**src/rtl/ucsbece152a_count_ctrl.sv**
```systemverilog
// Button-driven up/down counter feeding the 3-bit seven-segment decoder.
// Buttons are synchronised and edge-detected, and a run/pause FSM steps the count once per prescaled tick.
module ucsbece152a_count_ctrl #(
  parameter int WIDTH       = 3,
  parameter int TICK_DIV    = 50_000_000,
  parameter int SYNC_STAGES = 2
) (
  input  logic             clk_i,
  input  logic             rst_ni,
  input  logic             btn_up_i,
  input  logic             btn_down_i,
  input  logic             btn_pause_i,
  output logic [WIDTH-1:0] count_o,
  output logic             dir_o,
  output logic             running_o,
  output logic             wrap_o
);

  localparam logic [1:0] ST_PAUSED   = 2'd0;
  localparam logic [1:0] ST_RUN_UP   = 2'd1;
  localparam logic [1:0] ST_RUN_DOWN = 2'd2;

  localparam int              PW        = (TICK_DIV > 1) ? $clog2(TICK_DIV) : 1;
  localparam logic [PW-1:0]   TICK_LAST = PW'(TICK_DIV - 1);
  localparam logic [WIDTH-1:0] COUNT_MAX = '1;

  logic [SYNC_STAGES-1:0] sync_up, sync_down, sync_pause;
  logic [2:0]             prev;
  logic                   press_up, press_down, press_pause, accept;

  logic [1:0]       state, state_next;
  logic             dir, dir_next;
  logic [PW-1:0]    presc, presc_next;
  logic [WIDTH-1:0] count, count_next;
  logic             wrap, wrap_next;
  logic             running, tick, step;

  // NOTE: sequential state uses non-blocking (<=) so every flop samples pre-edge values.
  always_ff @(posedge clk_i or negedge rst_ni) begin
    if (!rst_ni) begin
      sync_up    <= '0;
      sync_down  <= '0;
      sync_pause <= '0;
      prev       <= '0;
    end else begin
      sync_up    <= {sync_up[SYNC_STAGES-2:0], btn_up_i};
      sync_down  <= {sync_down[SYNC_STAGES-2:0], btn_down_i};
      sync_pause <= {sync_pause[SYNC_STAGES-2:0], btn_pause_i};
      prev       <= {sync_pause[SYNC_STAGES-1], sync_down[SYNC_STAGES-1], sync_up[SYNC_STAGES-1]};
    end
  end

  assign press_up    = sync_up[SYNC_STAGES-1]    & ~prev[0];
  assign press_down  = sync_down[SYNC_STAGES-1]  & ~prev[1];
  assign press_pause = sync_pause[SYNC_STAGES-1] & ~prev[2];
  // Simultaneous up+down without pause is ignored entirely, prescaler included.
  assign accept      = press_pause | (press_up ^ press_down);

  assign running = (state != ST_PAUSED);
  assign tick    = running && (presc == TICK_LAST);
  assign step    = tick && !accept;

  // NOTE: every always_comb output gets a default first, so no path can infer a latch.
  always_comb begin
    state_next = state;
    dir_next   = dir;
    if (press_pause) begin
      if (state == ST_PAUSED) state_next = dir ? ST_RUN_UP : ST_RUN_DOWN;
      else                    state_next = ST_PAUSED;
    end else if (press_up && !press_down) begin
      state_next = ST_RUN_UP;
      dir_next   = 1'b1;
    end else if (press_down && !press_up) begin
      state_next = ST_RUN_DOWN;
      dir_next   = 1'b0;
    end
  end

  always_comb begin
    presc_next = presc + PW'(1);
    if (accept || !running || tick) presc_next = '0;
  end

  always_comb begin
    count_next = count;
    wrap_next  = 1'b0;
    if (step) begin
      if (state == ST_RUN_UP) begin
        count_next = count + WIDTH'(1);
        wrap_next  = (count == COUNT_MAX);
      end else begin
        count_next = count - WIDTH'(1);
        wrap_next  = (count == '0);
      end
    end
  end

  always_ff @(posedge clk_i or negedge rst_ni) begin
    if (!rst_ni) begin
      state <= ST_PAUSED;
      dir   <= 1'b1;
      presc <= '0;
      count <= '0;
      wrap  <= 1'b0;
    end else begin
      state <= state_next;
      dir   <= dir_next;
      presc <= presc_next;
      count <= count_next;
      wrap  <= wrap_next;
    end
  end

  assign count_o   = count;
  assign dir_o     = dir;
  assign running_o = running;
  assign wrap_o    = wrap;

endmodule

```
**config.mk**
```make
export PLATFORM = sky130hd
export DESIGN_NAME = ucsbece152a_count_ctrl
export DESIGN_NICKNAME = d
export VERILOG_FILES = /design/src/rtl/ucsbece152a_count_ctrl.sv
export SDC_FILE = /design/constraint.sdc
export NUM_CORES = 1
export LEC_CHECK = 0
export CAP_MARGIN = 20
export CORE_MARGIN = 5
export CORE_UTILIZATION = 57
export DETAILED_ROUTE_END_ITERATION = 8
export GPL_TIMING_DRIVEN = 0
export PLACE_DENSITY_LB_ADDON = 0.15
export SLEW_MARGIN = 20
export SYNTH_ARGS = -nofsm -noshare
export SYNTH_HDL_FRONTEND = slang
export SYNTH_SLANG_ARGS = --single-unit
```
**constraint.sdc**
```tcl
create_clock -name clk_i -period 2.95 [get_ports clk_i]
set_input_delay 0.4425 -clock clk_i [delete_from_list [all_inputs] [get_ports clk_i]]
set_output_delay 0.4425 -clock clk_i [all_outputs]
set_load 0.02 [all_outputs]
```
==> results list, run 1 <==
* Share of layout cells above drive strength 1: 10.1%
- Die Span Y: ~69 µm
* RD Place Congestion: ~0.86
- Number of pins with negative max-slew slack in the final report: 0
- Setup repair after global routing left no endpoint under its margin.
- TritonCTS Buffers: 5
- After synthesis, the share of flip-flops with an asynchronous set or reset is 100%.
- For the pin with the worst max-slew slack, the measured transition is just over 1 ns.
- Entering global routing, the biggest net connects 32 pins.
- Mapped Avg Cell Area: 10.5 µm²
* Clock sink count: 42
- Mapped Nets: 196
- Post-CTS setup buffers: 0
* Antenna-violating nets left: 0
* Cell row count: 21
* Clk Tree Root Cell: clkbuf_4
- Placed wire-length estimate after detailed placement: approximately 2.5 mm
* Total Die Area: 4710 µm²
- Post-route clock period utilization: 81.8%
- Dominant cells by area after synthesis: dfrtp_1 (52%), xor2_1 (8.0%), nor2_1 (7.1%), nand3_1 (3.6%), nand4_1 (3.5%)
* Post-DR vias/cell: between 5 and 6
- The final layout contains routed wiring with a total length of 3.39 mm.
* Headroom to the max-slew limit: between 30% and 40%
- Total via count in the routed design: roughly 1300
- Post-CTS repair changed the size of 0 cells.
- In this run the biggest area consumer among cell types represents 52.3% of the synthesized area.
- Setup TNS after final layout: 0 ns
- The worst setup path is captured at a flop.
- The Yosys step of the flow raised 0 warnings.
- The first global-routing pass estimated 5.88 mm of wire.
- Violation count after the first detailed-routing iteration: 79
- Routed wirelength normalized by instance count: 13.4 µm
* Hold Vio Cnt, Final: 0
- Mapped Cells: 187
- Clock insertion delay at the later pin of the skew report: 0.35 ns
- Initial antenna violation count: 0
- Number of global-route vias before repair: 1303
* # port buffers: 10
* Deepest clock path buffer count: 2
* Hold bufs inserted after CTS: 1
- Lkg Pwr: 0.000935 µW
* Worst endpoint required time: 3.19 ns
- Setup violations remaining at the end of the flow were counted as 0.
* Type of the worst setup path: flop to flop
- Initial cell density of the core: 58.8%
- After the last flow step, the layout net total stands at 215.
- Critical Path Source Type: flop
* Total number of H-tree levels: 2
- Drt pass-1 iters: 4
- Among all flip-flop cells after synthesis, the most frequent one is dfrtp_1.
- Maximum net fanout on the critical path: 8
* Arr. time, crit path: 2.66 ns
- Worst clock skew: 0.00605 ns
- Path class of the lowest-slack min-delay path: flop to flop
- Maxcap violations: 0
- The worst-case IR drop observed on VDD is 0.309 mV.
- Number of synthesized register bits: 42
- Power per unit of standard cell area: between 400 and 500 nW/µm²
- DRC violation count after routing: 0
- The repair_antennas step left the layout with diodes totalling 0.
* Total routing resource utilization after global routing: between 10% and 20%
- Clk slew on worst S/H paths: 0.13 ns
- Post-synthesis instance area: 1960 µm²
* Global-route congestion overflow total: 0
* Status: finished, final reports clean
- Core ar.: 3340 µm²
- dfrtp_1 takes more of the synthesized area than any other cell.
- Share of synthesized area occupied by flip-flops and latches: between 50% and 60%
* Worst hold slack across all endpoints: 0.364 ns
- Number of flops mapped to enable cells by yosys: 0
- Number of library cell types mapped by synthesis: 35
* Maximum clock rate: 414 MHz
* Time the worst path needs with I/O delays and setup: 2.41 ns
* Layout overhead on the synthesized area: 13.5%
* X dimension of the die: about 70 µm
- Clock tree from TritonCTS: done
- During I/O placement, the number of pins put on the boundary was 11.
-- report_power, final --
group          leakage, µW  total [µW]  switching (µW)  internal, µW
combinational     0.000339         122            74.8          47.5
clock            0.0000374         371             193           178
sequential        0.000558         607            12.3           595
total             0.000935        1100             280           820
-- final timing paths --
kind                                  to  slack, ns  depth (start not counted)     startpoint
min                        sync_pause[1]       0.36                          0  sync_pause[0]
min reg2reg                sync_pause[1]       0.36                          0  sync_pause[0]
max in group asynchronous          dir_o       1.94                          3         rst_ni
max reg2reg                   count_o[1]       0.54                          6       presc[0]
min in group asynchronous      presc[22]       0.49                          2         rst_ni
max                           count_o[1]       0.54                          6       presc[0]
-- cell type report --
cell class / count / area, µm²
repair buffers: 12 / 125
clock buffers: 5 / 37.5
well taps: 46 / 57.6
multi-input cells: 136 / 860
flip-flops and latches: 42 / 1050
clock inverters: 3 / 45.0
plain buffers: 2 / 22.5
inverters: 7 / 26.3
fillers: 268 / 1110
-- cells by family after synthesis --
group	share of synthesized area [%]
mux	2.17
simple gates	24.8
fa+ha+maj	2.94
compound gates	4.15
xor+xnor	9.83
flops	53.7
buf+inv	2.49
-- synthesized netlist by cell type, types with 2 or more instances --
cell type  instances
nand3_1           14
nor3_1             3
nor2_1            37
inv_1              7
a211oi_1           2
xnor2_1            4
o21ai_0            3
nand2_1           14
xor2_1            18
o31ai_1            2
nand4_1           11
dfrtp_1           41
buf_6              2
nand2b_1           2
nor2b_1            3
ha_1               3
mux2i_1            2
or4_1              2
-- metal layers --
layer	GRT usage, %	wire [µm]	part of all wire (%)
met5	0	0	0
met3	4.86	133	3.9
met2	28.6	1650	49
met4	7.69	25	0.74
met1	21.3	1580	47
-- per-stage QoR --
stage / setup slack (ns) / util [%] / instance area, µm² / std cells / power (µW)
after detailed placement: 0.543 / 63.9 / 2130 / 244 / 742
after floorplan: 0.883 / - / 1960 / 187 / 693
after global routing: 0.335 / 66.7 / 2230 / 253 / 1160
final: 0.537 / 66.7 / 2230 / 253 / 1100
after global placement: 0.473 / 63.5 / 2120 / 243 / 735
after CTS: 0.510 / 66.7 / 2230 / 253 / 1120
-- critical path, stage by stage (launching register included) --
cell	delay (ns)
dfrtp_1	0.41
ha_1	0.22
nand4_1	0.17
nor3_1	0.85
nand2_4	0.14
nor2_2	0.18
mux2_1	0.33
-- state kept, by name (all words and copies together), names as in the netlist --
signal and flops:
presc 26, count_o 3, prev 3, state 2, sync_down 2, sync_pause 2
sync_up 2, dir_o 1, wrap_o 1
-- placed cells by master (no fill, tap or decap), drive strengths merged, types with 2 or more instances in the layout --
cell           netlist  layout
xnor2                4       4
nand2               15      15
a211oi               2       2
o31ai                2       2
dfrtp               41      41
mux2                 2       2
or4                  2       2
o21ai                4       4
clkdlybuf4s50        0       9
nand3               14      14
buf                  2       4
mux2i                2       2
nor2                38      38
nand2b               2       2
nor4                 2       2
ha                   3       3
inv                  7       7
nor2b                3       3
clkbuf               0       5
xor2                18      18
nor3                 4       4
clkinvlp             0       2
nand4               11      11
No activity file was read; power rests on OpenSTA's default activity.
==> run 2, diff against run 1 <==
CORE_UTILIZATION = 52   (was 57)
clock period = 2.15 ns   (was 2.95 ns; I/O delays follow)
==> results list, run 2 (synthesis results as in run 1) <==
* Switching Fraction: 26.2% (was 25.5%)
- Pin count of the biggest net entering global routing: 30 (was 32)
* Origin of the worst min-delay path: sync_pause[0] (unchanged)
- The number of antenna-violating nets in the routed design came to 0 (unchanged).
- The type of the worst min-delay path is flop to flop (unchanged).
* Sequential share of power: 55.5% (was 55.2%)
- The hold path depth was 0 (unchanged).
- The internal power contribution is 1110 µW (was 820 µW).
- Area taken by multi-input logic gates: 885 µm² (was 860 µm²)
- The fill cell instance count of the final layout is 307 (was 268).
* Time the worst path needs with I/O delays and setup: 2.07 ns (was 2.41 ns)
- Worst voltage drop across the vdd grid: 0.603 mV (was 0.309 mV)
* Clock tree from TritonCTS: done (unchanged)
- Core ar.: 3660 µm² (was 3340 µm²)
- The number of placed I/O pins was 11 (unchanged).
- Non-filler cells in the finished layout: 256 (was 253)
- The remaining design rule violation count came to 0 (unchanged).
- Share of layout cells above drive strength 1: 13.0% (was 10.1%)
- Clk slew on worst S/H paths: 0.08 ns (was 0.13 ns)
- The critical path buffer and inverter count was 0 (unchanged).
* RD Place Congestion: 0.776 (was 0.859)
* Power after layout: 1500 µW (was 1100 µW)
* Clk Tree Root Cell: clkbuf_8 (was clkbuf_4)
* Capturing element type of the critical path: flop (unchanged)
- Maximum net fanout on the critical path: 5 (was 8)
* Wire length of the first global-routing pass: 6.35 mm (was 5.88 mm)
- Total via count in the routed design: 1365 (was 1329)
- The data required time of the critical path is 2.33 ns (was 3.19 ns).
- Most used cells in the layout excluding fill and tap cells: dfrtp_1 (40), nor2_1 (36), xor2_1 (18) (was dfrtp_1 (41), nor2_1 (37), xor2_1 (18)).
* Worst path depth: 5 (was 6)
- Slew at the pin closest to its max-slew limit: 0.572 ns (was 1.02 ns)
* Setup-failing EPs final: 0 (unchanged)
- RR Endpoint: count_o[1] (unchanged)
- The floorplan die height is 71.4 µm (was 68.7 µm).
- Flip-flop count of the largest register, all copies and words added: 26 (unchanged)
- Unrepaired setup endpoints after global routing: false (unchanged).
* Initial antenna violation count: 0 (unchanged)
- The total overflow reported by the global router was 0 (unchanged).
* Cell row count: 22 (was 21)
- Wire length on met3: 136 µm (was 133 µm)
* Deepest clock path buffer count: 2 (unchanged)
- Clock insertion delay at the later pin of the skew report: 0.30 ns (was 0.35 ns)
- Hold Vio Cnt, Final: 0 (unchanged)
- The area of all sequential standard cells is 1050 µm² (about the same).
- The type of origin of the critical path is a flop (unchanged).
- The number of global-route vias before repair is 1382 (was 1303).
- The horizontal extent of the die is 71.4 µm (was 68.7 µm).
- Status: finished, final reports clean (unchanged).
- The total number of clock tree sinks is 42 (unchanged).
- Power per unit of standard cell area: 663 nW/µm² (was 494 nW/µm²)
- TritonCTS Buffers: 5 (unchanged)
- Reg2reg path depth: 5 (was 6)
- Biggest register: presc (unchanged)
* Initial cell density of the core: 53.6% (was 58.8%)
- The count of max-cap constraint violations came to 0 (unchanged).
- The worst max-slew margin expressed relative to the limit came to 61.6% (was 31.4%).
- The leakage power was 0.000962 µW (was 0.000935 µW).
- Drt pass-1 iters: 4 (unchanged)
* Clock network power share: 33.2% (was 33.7%)
* Most frequent standard cell in the layout excluding fill and tap cells: dfrtp_1 (unchanged)
- The number of buffers added on ports is 10 (unchanged).
* Layout overhead on the synthesized area: 15.8% (was 13.5%)
- Largest stage delay, worst path: 0.56 ns (was 0.85 ns)
* Worst clock skew: 0.00701 ns (was 0.00605 ns)
- The maximum clock frequency came to 482 MHz (was 414 MHz).
- The worst-path cell with the longest stage delay is or4b_4 (was nor3_1).
- Total met2 wirelength after detailed routing: 1.64 mm (was 1.65 mm)
- Total Die Area: 5100 µm² (was 4710 µm²)
- The met1 wire length is 1.66 mm (was 1.58 mm).
* Sw power: 395 µW (was 280 µW)
* CP startpoint: presc[10] (was presc[0])
- Violation count after the first detailed-routing iteration: 37 (was 79)
- Worst path cell trace: or4b_4, nor4_4, nand2_4, nor2_2, mux2_1 (was ha_1, nand4_1, nor3_1, nand2_4, nor2_2, mux2_1).
* Cell family with most CP delay: simple AND/OR/NAND/NOR gates (unchanged)
* Number of placed cells counting well taps: 246 (was 244)
- Layout net count: 216 (was 215)
- Number of pins with negative max-slew slack in the final report: 0 (unchanged)
* Routed wirelength normalized by instance count: 13.6 µm (was 13.4 µm)
- Arr. time, crit path: 2.26 ns (was 2.66 ns)
- Terminating pin of the worst hold path: sync_pause[1] (unchanged)
- The startpoint-to-endpoint class of the critical path is flop to flop (unchanged).
* Uppermost layer routed: met4 (unchanged)
- Reg2Reg Launch Point: presc[10] (was presc[0])
* Placed wire-length estimate after detailed placement: 2.50 mm (was 2.45 mm)
- Part of the total power dissipated in combinational logic: 11.4% (was 11.1%)
* Antenna diode count: 0 (unchanged)
* Total routing resource utilization after global routing: 16.1% (was 17.4%)
- Register-to-register setup slack: 0.08 ns (was 0.54 ns)
* Aggregate routed wire length: 3.49 mm (was 3.39 mm)
- Post-DR vias/cell: 5.33 (was 5.25)
- Total number of H-tree levels: 2 (unchanged)
- Post-route clock period utilization: 96.4% (was 81.8%)
[run 2: through the flow]
step                instance area, µm²  util, %  setup TNS [ns]  hold slack [ns]  setup slack [ns]
finish                            2270     62.0               0            0.353            0.0773
detailed placement                2140     58.3           -4.28            0.249            -0.264
global route                      2270     62.0               0            0.369           0.00703
global placement                  2120     57.9          -13.15            0.333            -0.241
floorplan                         1960        -               0           0.0269            0.0829
CTS                               2250     61.4               0            0.355            0.0357
[run 2: repair_timing]
item,4_1_cts,5_1_grt
resized for setup,1,5
gates cloned,0,0
hold buffers,1,0
pin swaps,1,1
hold endpoints to repair,12,0
setup endpoints to repair,28,23
setup buffers,1,0
[run 2: final cells by class]
| class | count | area share (%) |
|---|---|---|
| Timing Repair Buffer | 13 | 5.84 |
| Inverter | 7 | 1.16 |
| Multi-Input combinational cell | 136 | 39.0 |
| Sequential cell | 42 | 46.4 |
| Buffer | 2 | 0.992 |
| Clock buffer | 5 | 3.03 |
| Tap cell | 48 | 2.65 |
| Clock inverter | 3 | 0.937 |
[run 2: worst max-delay path by stage]
stage / slack, ns / end
CTS: 0.04 / count_o[1]
global route: 0.007 / count_o[1]
global placement: -0.24 / count_o[1]
detailed placement: -0.26 / count_o[1]
finish: 0.08 / count_o[1]
floorplan: 0.08 / count_o[1]
[run 2: power groups by stage]
| stage | Combinational (µW) | Sequential [µW] | Clock, µW |
|---|---|---|---|
| CTS | 173 | 833 | 522 |
| detailed placement | 171 | 849 | 0 |
| floorplan | 102 | 848 | 0 |
| global route | 189 | 838 | 569 |
| global placement | 163 | 847 | 0 |
| finish | 171 | 834 | 499 |
[run 2: per-layer routing]
layer	up-vias	global-route usage, %
met4	0	6.89
met2	18	24.9
met5	-	0
li1	674	-
met3	4	4.63
met1	669	21.1
==> run 3, diff against run 2 <==
GPL_TIMING_DRIVEN = default   (was 0)
SETUP_SLACK_MARGIN = 0.4   (was default)
==> results list, run 3 (synthesis results as in run 1) <==
* Violation count after the first detailed-routing iteration: 72 (was 37)
- Worst path depth: 5 (unchanged)
* RD Place Congestion: 0.801 (was 0.776)
- The overall fraction of global-route tracks in use came to 15.8% (was 16.1%).
- The average vias per placed instance is 5.33 (about the same).
- Top-level port count: 11 (unchanged)
* # port buffers: 10 (unchanged)
- The detailed-placement wirelength estimate came to 2.52 mm (was 2.50 mm).
- Highest-delay cell along the critical path: or4b_4 (unchanged)
- The final net count is 224 (was 216).
- The endpoint of the most critical setup path is count_o[1] (unchanged).
* Most frequent standard cell in the layout excluding fill and tap cells: dfrtp_1 (unchanged)
* Share of layout cells above drive strength 1: 16.2% (was 13.0%)
- The total overflow reported by the global router was 0 (unchanged).
* Clock tree from TritonCTS: done (unchanged)
- Pin count of the biggest net entering global routing: 43 (was 30)
- The largest register by flop count is presc (unchanged).
* Lkg Pwr: 0.00105 µW (was 0.000962 µW)
- Clock sink count: 42 (unchanged)
- Worst path cell trace: or4b_4, nor4_4, nand2_4, nor2_4, mux2_4 (was or4b_4, nor4_4, nand2_4, nor2_2, mux2_1)
- Setup TNS after final layout: 0 ns (unchanged)
- The number of buffers inserted during clock tree synthesis is 5 (unchanged).
- The total chip power came to 1610 µW (was 1500 µW).
- Largest stage delay, worst path: 0.52 ns (was 0.56 ns)
* Filler cells: 295 (was 307)
- The type of origin of the critical path is a flop (unchanged).
- RR Endpoint: count_o[1] (unchanged)
- The number of antenna-violating nets in the routed design came to 0 (unchanged).
* Reg2Reg Launch Point: presc[8] (was presc[10])
* Maximum clock rate: 520 MHz (was 482 MHz)
- Unrepaired setup endpoints after global routing: true (was false)
- The cell area power density is 689 nW/µm² (was 663 nW/µm²).
- The number of buffers between clock root and the deepest sink is 2 (unchanged).
- The remaining design rule violation count is 0 (unchanged).
* Time the worst path needs with I/O delays and setup: 1.92 ns (was 2.07 ns)
* Status: finished, final reports clean (unchanged)
- Total via count in the routed design: 1408 (was 1365)
* Cell family with most CP delay: simple AND/OR/NAND/NOR gates (unchanged)
- The worst max-slew margin expressed relative to the limit was 39.7% (was 61.6%).
- The number of global-route vias before repair came to 1398 (was 1382).
- The largest driver fanout on the critical path is 4 (was 5).
- The worst-margin pin slew came to 0.905 ns (was 0.572 ns).
* Number of pins with negative max-slew slack in the final report: 0 (unchanged)
- Total number of H-tree levels: 2 (unchanged)
- Most used cells in the layout excluding fill and tap cells: dfrtp_1 (40), nor2_1 (36), xor2_1 (18) (unchanged).
- The antenna cell count was 0 (unchanged).
* Register-to-register setup slack: 0.23 ns (was 0.08 ns)
* X dimension of the die: 71.4 µm (unchanged)
- The wire length after detailed routing is 3.58 mm (was 3.49 mm).
- Drt pass-1 iters: 4 (unchanged)
- Buffers and inverters on the worst path: 0 (unchanged)
* Initial cell density of the core: 53.6% (unchanged)
- Cell row count: 22 (unchanged)
- The startpoint-to-endpoint class of the critical path was flop to flop (unchanged).
- CP startpoint: presc[8] (was presc[10])
* Routed wirelength normalized by instance count: 13.6 µm (about the same)
- Hold Vio Cnt, Final: 0 (unchanged)
- Reg2reg path depth: 5 (unchanged)
- The buffer cell driving the clock tree root is clkbuf_8 (unchanged).
- Maxcap violations: 0 (unchanged)
- Path class of the lowest-slack min-delay path: primary input to asynchronous set/reset pin (was flop to flop)
* Arr. time, crit path: 2.11 ns (was 2.26 ns)
- The core box area was 3660 µm² (unchanged).
* Flip-flop count of the largest register, all copies and words added: 26 (unchanged)
- The area added between synthesis and finish came to 19.5% (was 15.8%).
* Setup-failing EPs final: 0 (unchanged)
* Worst endpoint required time: 2.34 ns (was 2.33 ns)
- The setup clock skew after layout was 0.00918 ns (was 0.00701 ns).
- Clk slew on worst S/H paths: 0.08 ns (about the same)
- The floorplan die height was 71.4 µm (unchanged).
- The element type at the critical path end was a flop (unchanged).
- The period utilization is 89.5% (was 96.4%).
- Initial antenna violation count: 0 (unchanged)
* Total Die Area: 5100 µm² (unchanged)
- Hold bufs inserted after CTS: 0 (was 1)
* Clock insertion delay at the later pin of the skew report: 0.30 ns (about the same)
- Wire length of the first global-routing pass: 6.33 mm (was 6.35 mm)
- The worst ir drop on vdd came to 0.423 mV (was 0.603 mV).
-- run 3: worst register-to-register path, stage by stage (launching register included) --
cell and delay [ns]:
dfrtp_2 0.41, or4b_4 0.53, nor4_4 0.35, nand2_4 0.12, nor2_4 0.11, mux2_4 0.30
-- run 3: cell type report --
cell class	instances	area [µm²]	share of cell area, %
Tap cell	48	60.1	2.56
Clock buffer	6	72.6	3.10
Timing Repair Buffer	23	208	8.86
Multi-Input combinational cell	136	886	37.8
Clock inverter	2	37.5	1.60
Inverter	7	26.3	1.12
Sequential cell	42	1050	45.0
-- run 3: worst min-delay path by stage --
stage | to | slack [ns] | cells past startpoint
global placement | sync_pause[1] | 0.33 | 0
detailed placement | sync_up[1] | 0.34 | 0
floorplan | count_o[0] | 0.03 | 0
global route | count_o[0] | 0.23 | 1
CTS | count_o[0] | 0.18 | 1
finish | count_o[0] | 0.15 | 1
-- run 3: metrics by stage --
stage	area, µm²	hold WS [ns]	utilization (%)	worst slack (ns)	instances
2_1_floorplan	1980	0.0269	-	0.161	187
3_3_place_gp	2190	0.334	59.8	0.177	252
3_5_place_dp	2190	0.342	59.8	0.140	252
4_1_cts	2330	0.178	63.6	0.224	263
5_1_grt	2340	0.227	64.0	0.152	264
6_report	2340	0.149	64.0	0.226	264
-- run 3: per-layer routing --
layer,part of all wire (%),track usage (%),wire (µm)
met5,0,0,0
met4,1.1,7.52,38
met3,4.0,3.37,143
met2,49,26.0,1770
met1,45,19.6,1630
-- run 3: what timing repair did --
item	CTS	global route
buffers inserted	3	1
gates resized for setup	6	3
endpoints found under the hold margin	0	0
setup endpoints to repair	31	31
pin swaps	5	1
-- run 3: where the power goes --
part / internal, µW / leakage, µW / switching [µW] / total (µW)
clock: 346 / 0.0000514 / 264 / 610
sequential: 815 / 0.000557 / 17.7 / 833
combinational: 66.1 / 0.000439 / 104 / 170
